<file path="config.mk">
export PLATFORM = sky130hd
export DESIGN_NAME = hiscore_ram_arbiter
export DESIGN_NICKNAME = d
export VERILOG_FILES = /design/src/rtl/hiscore_pkg.sv /design/src/rtl/arb_down_counter.sv /design/src/rtl/hiscore_ram_arbiter.sv
export SDC_FILE = /design/constraint.sdc
export NUM_CORES = 1
export LEC_CHECK = 0
export CORE_UTILIZATION = 31
export DETAILED_ROUTE_END_ITERATION = 6
export GPL_TIMING_DRIVEN = 0
export PLACE_DENSITY = 0.81
export SYNTH_ARGS = -nofsm -noshare
export SYNTH_HDL_FRONTEND = slang
export SYNTH_HIERARCHICAL = 1
export SYNTH_SLANG_ARGS = --single-unit
</file>
<file path="constraint.sdc">
create_clock -name clk_sys -period 2.5 [get_ports clk_sys]
set_clock_uncertainty 0.2 [all_clocks]
set_input_delay 0.375 -clock clk_sys [delete_from_list [all_inputs] [get_ports clk_sys]]
set_output_delay 0.375 -clock clk_sys [all_outputs]
set_load 0.005 [all_outputs]
</file>
<file path="src/rtl/hiscore_pkg.sv">
// Shared types for the hiscore RAM arbiter: ownership states and the default settle length.
package hiscore_pkg;
  typedef enum logic [1:0] {IDLE, DRAIN, GRANT, RELEASE} arb_state_t;
  localparam int HS_SETTLE_DEFAULT = 3;
endpackage

</file>
<file path="src/rtl/arb_down_counter.sv">
// Loadable down-counter with a zero flag; saturates at zero. Used for settle and watchdog timing.
module arb_down_counter #(
  parameter int W = 4
) (
  input  logic         clk_i,
  input  logic         rst_i,
  input  logic         load_i,
  input  logic [W-1:0] load_val_i,
  input  logic         dec_i,
  output logic         zero_o
);
  logic [W-1:0] cnt_q, cnt_d;

  always_comb begin
    cnt_d = cnt_q;
    if (load_i)                  cnt_d = load_val_i;
    else if (dec_i && cnt_q != '0) cnt_d = cnt_q - W'(1);
  end

  always_ff @(posedge clk_i or posedge rst_i)
    if (rst_i) cnt_q <= '0;
    else       cnt_q <= cnt_d;

  assign zero_o = (cnt_q == '0);
endmodule

</file>
<file path="src/rtl/hiscore_ram_arbiter.sv">
// Work-RAM port arbiter between the arcade CPU and the hiscore engine.
// Define HS_ARB_WATCHDOG_EN to build the hiscore-ownership watchdog and hs_timeout port.
module hiscore_ram_arbiter
  import hiscore_pkg::*;
#(
  parameter int AW     = 16,
  parameter int DW     = 8,
  parameter int SETTLE = HS_SETTLE_DEFAULT
`ifdef HS_ARB_WATCHDOG_EN
  , parameter int HOLD_MAX = 4096
`endif
) (
  input  logic          clk_sys,
  input  logic          reset,
  input  logic [AW-1:0] cpu_addr,
  input  logic [DW-1:0] cpu_din,
  input  logic          cpu_we,
  output logic [DW-1:0] cpu_dout,
  input  logic          cpu_paused,
  output logic          cpu_wait,
  input  logic [AW-1:0] hs_address,
  input  logic [DW-1:0] hs_data_in,
  input  logic          hs_write_enable,
  input  logic          hs_read_intent,
  input  logic          hs_write_intent,
  output logic [DW-1:0] hs_data_out,
  output logic          hs_grant,
  output logic [AW-1:0] ram_addr,
  output logic [DW-1:0] ram_din,
  output logic          ram_we,
`ifdef HS_ARB_WATCHDOG_EN
  output logic          hs_timeout,
`endif
  input  logic [DW-1:0] ram_dout
);
  arb_state_t    state_q, state_d;
  logic          req, go, settle_zero, wd_fire, rd_q;
  logic [DW-1:0] hs_dout_q;

  assign req = hs_read_intent | hs_write_intent;

  arb_down_counter #(.W(4)) u_settle (
    .clk_i(clk_sys), .rst_i(reset),
    .load_i(state_q == IDLE), .load_val_i(4'(SETTLE - 1)),
    .dec_i(state_q == DRAIN), .zero_o(settle_zero)
  );

`ifdef HS_ARB_WATCHDOG_EN
  localparam int WD_W = $clog2(HOLD_MAX) + 1;
  logic wd_zero, blk_q, tmo_q;

  arb_down_counter #(.W(WD_W)) u_wd (
    .clk_i(clk_sys), .rst_i(reset),
    .load_i(state_q != GRANT), .load_val_i(WD_W'(HOLD_MAX - 1)),
    .dec_i(state_q == GRANT), .zero_o(wd_zero)
  );

  assign wd_fire = (state_q == GRANT) && req && wd_zero;
  // After a forced release, req must be seen low once before another grant.
  assign go      = req & ~blk_q;

  always_ff @(posedge clk_sys or posedge reset)
    if (reset) begin
      blk_q <= 1'b0;
      tmo_q <= 1'b0;
    end else begin
      blk_q <= wd_fire | (blk_q & req);
      tmo_q <= tmo_q | wd_fire;
    end

  assign hs_timeout = tmo_q;
`else
  assign wd_fire = 1'b0;
  assign go      = req;
`endif

  always_ff @(posedge clk_sys or posedge reset)
    if (reset) state_q <= IDLE;
    else       state_q <= state_d;

  always_comb begin
    state_d = state_q;
    case (state_q)
      IDLE:    if (go) state_d = cpu_paused ? GRANT : DRAIN;
      DRAIN:   if (!req) state_d = RELEASE;
               else if (settle_zero) state_d = GRANT;
      GRANT:   if (!req || wd_fire) state_d = RELEASE;
      RELEASE: state_d = IDLE;
      default: state_d = IDLE;
    endcase
  end

  // DRAIN keeps the CPU on the port so its last cycle completes; RELEASE blocks all writes.
  always_comb begin
    hs_grant = (state_q == GRANT);
    cpu_wait = (state_q != IDLE);
    ram_addr = cpu_addr;
    ram_din  = cpu_din;
    ram_we   = 1'b0;
    case (state_q)
      IDLE, DRAIN: ram_we = cpu_we & ~reset;
      GRANT: begin
        ram_addr = hs_address;
        ram_din  = hs_data_in;
        ram_we   = hs_write_enable;
      end
      default: ;
    endcase
  end

  // rd_q marks the cycle in which the RAM returns data for a GRANT-cycle address.
  always_ff @(posedge clk_sys or posedge reset)
    if (reset) begin
      rd_q      <= 1'b0;
      hs_dout_q <= '0;
    end else begin
      rd_q <= (state_q == GRANT);
      if (rd_q) hs_dout_q <= ram_dout;
    end

  assign hs_data_out = hs_dout_q;
  assign cpu_dout    = ram_dout;
endmodule

</file>
==> impl_metrics.env <==
export IMPL_outcome="finished, final reports clean"
export IMPL_syn_mean_instance_area_um2=10.7
export IMPL_cts_root_buf="clkbuf_8"
export IMPL_grt_pass1_vias=1362
export IMPL_cts_made_buffers=3
export IMPL_synth_most_common_cell="mux2_2"
export IMPL_async_reset_ff_share_pct=100
export IMPL_cts_tree="built"
export IMPL_drv_cap=0
export IMPL_critical_path_class="in2out"
export IMPL_syn_area_mm2=0.00116
export IMPL_period_share_pct=97.3
export IMPL_ys_warn_count=6
export IMPL_critPathMaxStageDelay_ps=520
export IMPL_placed_area_mm2=0.00228
export IMPL_fp_dieH_um=63.2
export IMPL_fin_crit_ps=2430
export IMPL_final_cells=271
export IMPL_ys_flop_type="dfrtp_1"
export IMPL_p_total_uw=2150
export IMPL_hold_class="in2async"
export IMPL_synth_top_cell_by_area="dfrtp_1"
export IMPL_place_inst=261
export IMPL_required_ps=1920
export IMPL_n_antenna_cell=0
export IMPL_p_seq_share_pct=21.0
export IMPL_slew_viol_final=0
export IMPL_setup_slack_ps=68.0
export IMPL_hold_violations=0
export IMPL_syn_to_final_growth_pct=108
export IMPL_synth_cell_type_count=29
export IMPL_setup_viol=0
export IMPL_grt_pass1_wl_um=5920
export IMPL_p_leak_uw=0.00107
export IMPL_cts_clk_slew_worst_paths_ps=60
export IMPL_antenna_found_initial=0
export IMPL_yosysSeqAreaShare_pct=32.4
export IMPL_use_met3_pct=5.98
export IMPL_cp_cell_sequence="clkdlybuf4s50_1, clkinvlp_4, o211ai_1, a21oi_1, clkdlybuf4s50_1"
export IMPL_yosys_register_bits=15
export IMPL_fin_nets=295
export IMPL_pre_cts_ws_ps=-88.6
export IMPL_htree_levels=1
export IMPL_dr_pass1_iters=2
export IMPL_wl_per_cell_um=13.3
export IMPL_place_congestion=0.889
export IMPL_syn_inst=108
export IMPL_coreArea_mm2=0.00347
export IMPL_grt_usage_pct=18.6
export IMPL_ios=106
export IMPL_synth_edf_count=0
export IMPL_drcViolationCount=0
export IMPL_vias=1283
export IMPL_crit_family="buffers and inverters"
export IMPL_worstPathArrival_ps=1860
export IMPL_hold_ws_ps=198
export IMPL_intPower_uw=1430
export IMPL_die_w_um=63.2
export IMPL_peakVddDrop_mv=0.360
export IMPL_die_area_mm2=0.00399
export IMPL_synth_common_cells="mux2_2, dfrtp_1, buf_4"
export IMPL_endpoint_kind="output pin"
export IMPL_synthTopCellsByArea="dfrtp_1, mux2_2, buf_4"
export IMPL_layout_drive_gt1_share_pct=27.1
export IMPL_grt_max_degree=13
export IMPL_cp_start_kind="input port"
export IMPL_clock_fmax_mhz=411
export IMPL_drt_iter0_drc=12
export IMPL_slowest_stage="clkdlybuf4s50_1"
export IMPL_final_cell_area_mm2=0.00242
export IMPL_switching_share_pct=33.4
export IMPL_numPortBuffers=105
export IMPL_netlist_area_leader_share_pct=32.4
export IMPL_cp_max_fo=12
export IMPL_ant_nets=0
export IMPL_cts_sinks=15
export IMPL_critPathMostFrequentCell="clkdlybuf4s50_1"
export IMPL_met2_usage_pct=35.3
export IMPL_p_switching_uw=719
export IMPL_grt_met1_usage_pct=19.8
export IMPL_busiest_layer="met2"
export IMPL_power_density_mw_per_mm2=890
export IMPL_num_rows=21
export IMPL_pwr_share_clk_pct=9.0
export IMPL_avgViaCountPerCell=4.73
export IMPL_clock_path_buffers=2
export IMPL_fillers=268
export IMPL_dpl_hpwl_um=2960
export IMPL_initial_core_util_pct=33.4
export IMPL_cp_num_buf_inv=3
export IMPL_clk_latency_ps=250
export IMPL_routed_wl_um=3600
export IMPL_comb_power_share_pct=69.9
export IMPL_ctsHoldBuffers=0
export IMPL_rsz0062_at_grt="yes"
export IMPL_overflow=0
[worst paths after layout]
| kind | from | end | slack (ps) | cells past startpoint |
|---|---|---|---|---|
| max in group asynchronous | reset | hs_data_out[0] | 1680 | 2 |
| min in group clk_sys | hs_data_out[3] | hs_data_out[3] | 310 | 1 |
| worst min register to register | hs_data_out[3] | hs_data_out[3] | 310 | 1 |
| worst min-delay path | reset | u_settle/cnt_q[1] | 200 | 2 |
| worst max-delay path | reset | ram_we | 70 | 5 |
| worst max register to register | u_settle/cnt_q[0] | state_q[1] | 440 | 7 |
[state kept, by name (all words and copies together), names as in the netlist]
register,cells
hs_data_out,8
u_settle/cnt_q,4
state_q,2
rd_q,1
[placed cells by master, fill, tap and decap left out, types with 2 or more instances in the layout]
cell / n
clkdlybuf4s50_1: 81
mux2_2: 32
dlygate4sd2_1: 19
dfrtp_1: 15
buf_4: 13
inv_1: 6
nand2_1: 5
a21oi_1: 5
dlymetal6s2s_1: 5
ha_1: 4
conb_1: 4
clkbuf_8: 3
mux2i_1: 2
o21ai_0: 2
buf_8: 2
ha_4: 2
clkbuf_1: 2
o21ai_1: 2
[timing repair]
item                       4_1_cts  5_1_grt
cloned                           0        0
setup buffers                    3        3
setup endpoints to repair       25        6
resized for setup               30        6
[area by class of cell]
class,instances,area [um^2],area share (%)
inverter,8,33.8,1.40
buffer,13,110,4.55
sequential,15,375,15.5
clock buffer,4,45.0,1.86
multi-input combinational,74,698,28.9
timing repair buffer,111,1100,45.4
tap,46,57.6,2.38
[power by group through the flow]
stage               Combinational, uW  Sequential [uW]  Clock, uW
floorplan                         730              446          0
global placement                 1360              444          0
detailed placement               1400              455          0
CTS                              1470              452        201
global route                     1630              467        210
finish                           1500              453        195
[per-layer routing]
| layer | share of wire [%] | wire length, um |
|---|---|---|
| met1 | 37 | 1330 |
| met4 | 0.61 | 22 |
| met3 | 10 | 360 |
| met2 | 53 | 1890 |
| met5 | 0 | 0 |
[stage by stage]
step | setup TNS [ps] | utilization [%]
6_report | 0 | 69.7
2_1_floorplan | 0 | -
5_1_grt | -52.1 | 69.7
4_1_cts | 0 | 68.4
3_3_place_gp | -533 | 65.6
3_5_place_dp | -1260 | 65.6
[cell families after synthesis]
logic type / count (synthesis) / share of synthesized area [%]
buffers and inverters: 21 / 10.2
adder cells (fa/ha/maj): 6 / 6.47
AND/OR/NAND/NOR: 15 / 8.74
other: 2 / 0.647
multiplexers: 34 / 32.8
AO/OA/AOI/OAI: 15 / 8.74
flip-flops: 15 / 32.4
Note: power is estimated with default switching activity, not from simulation.
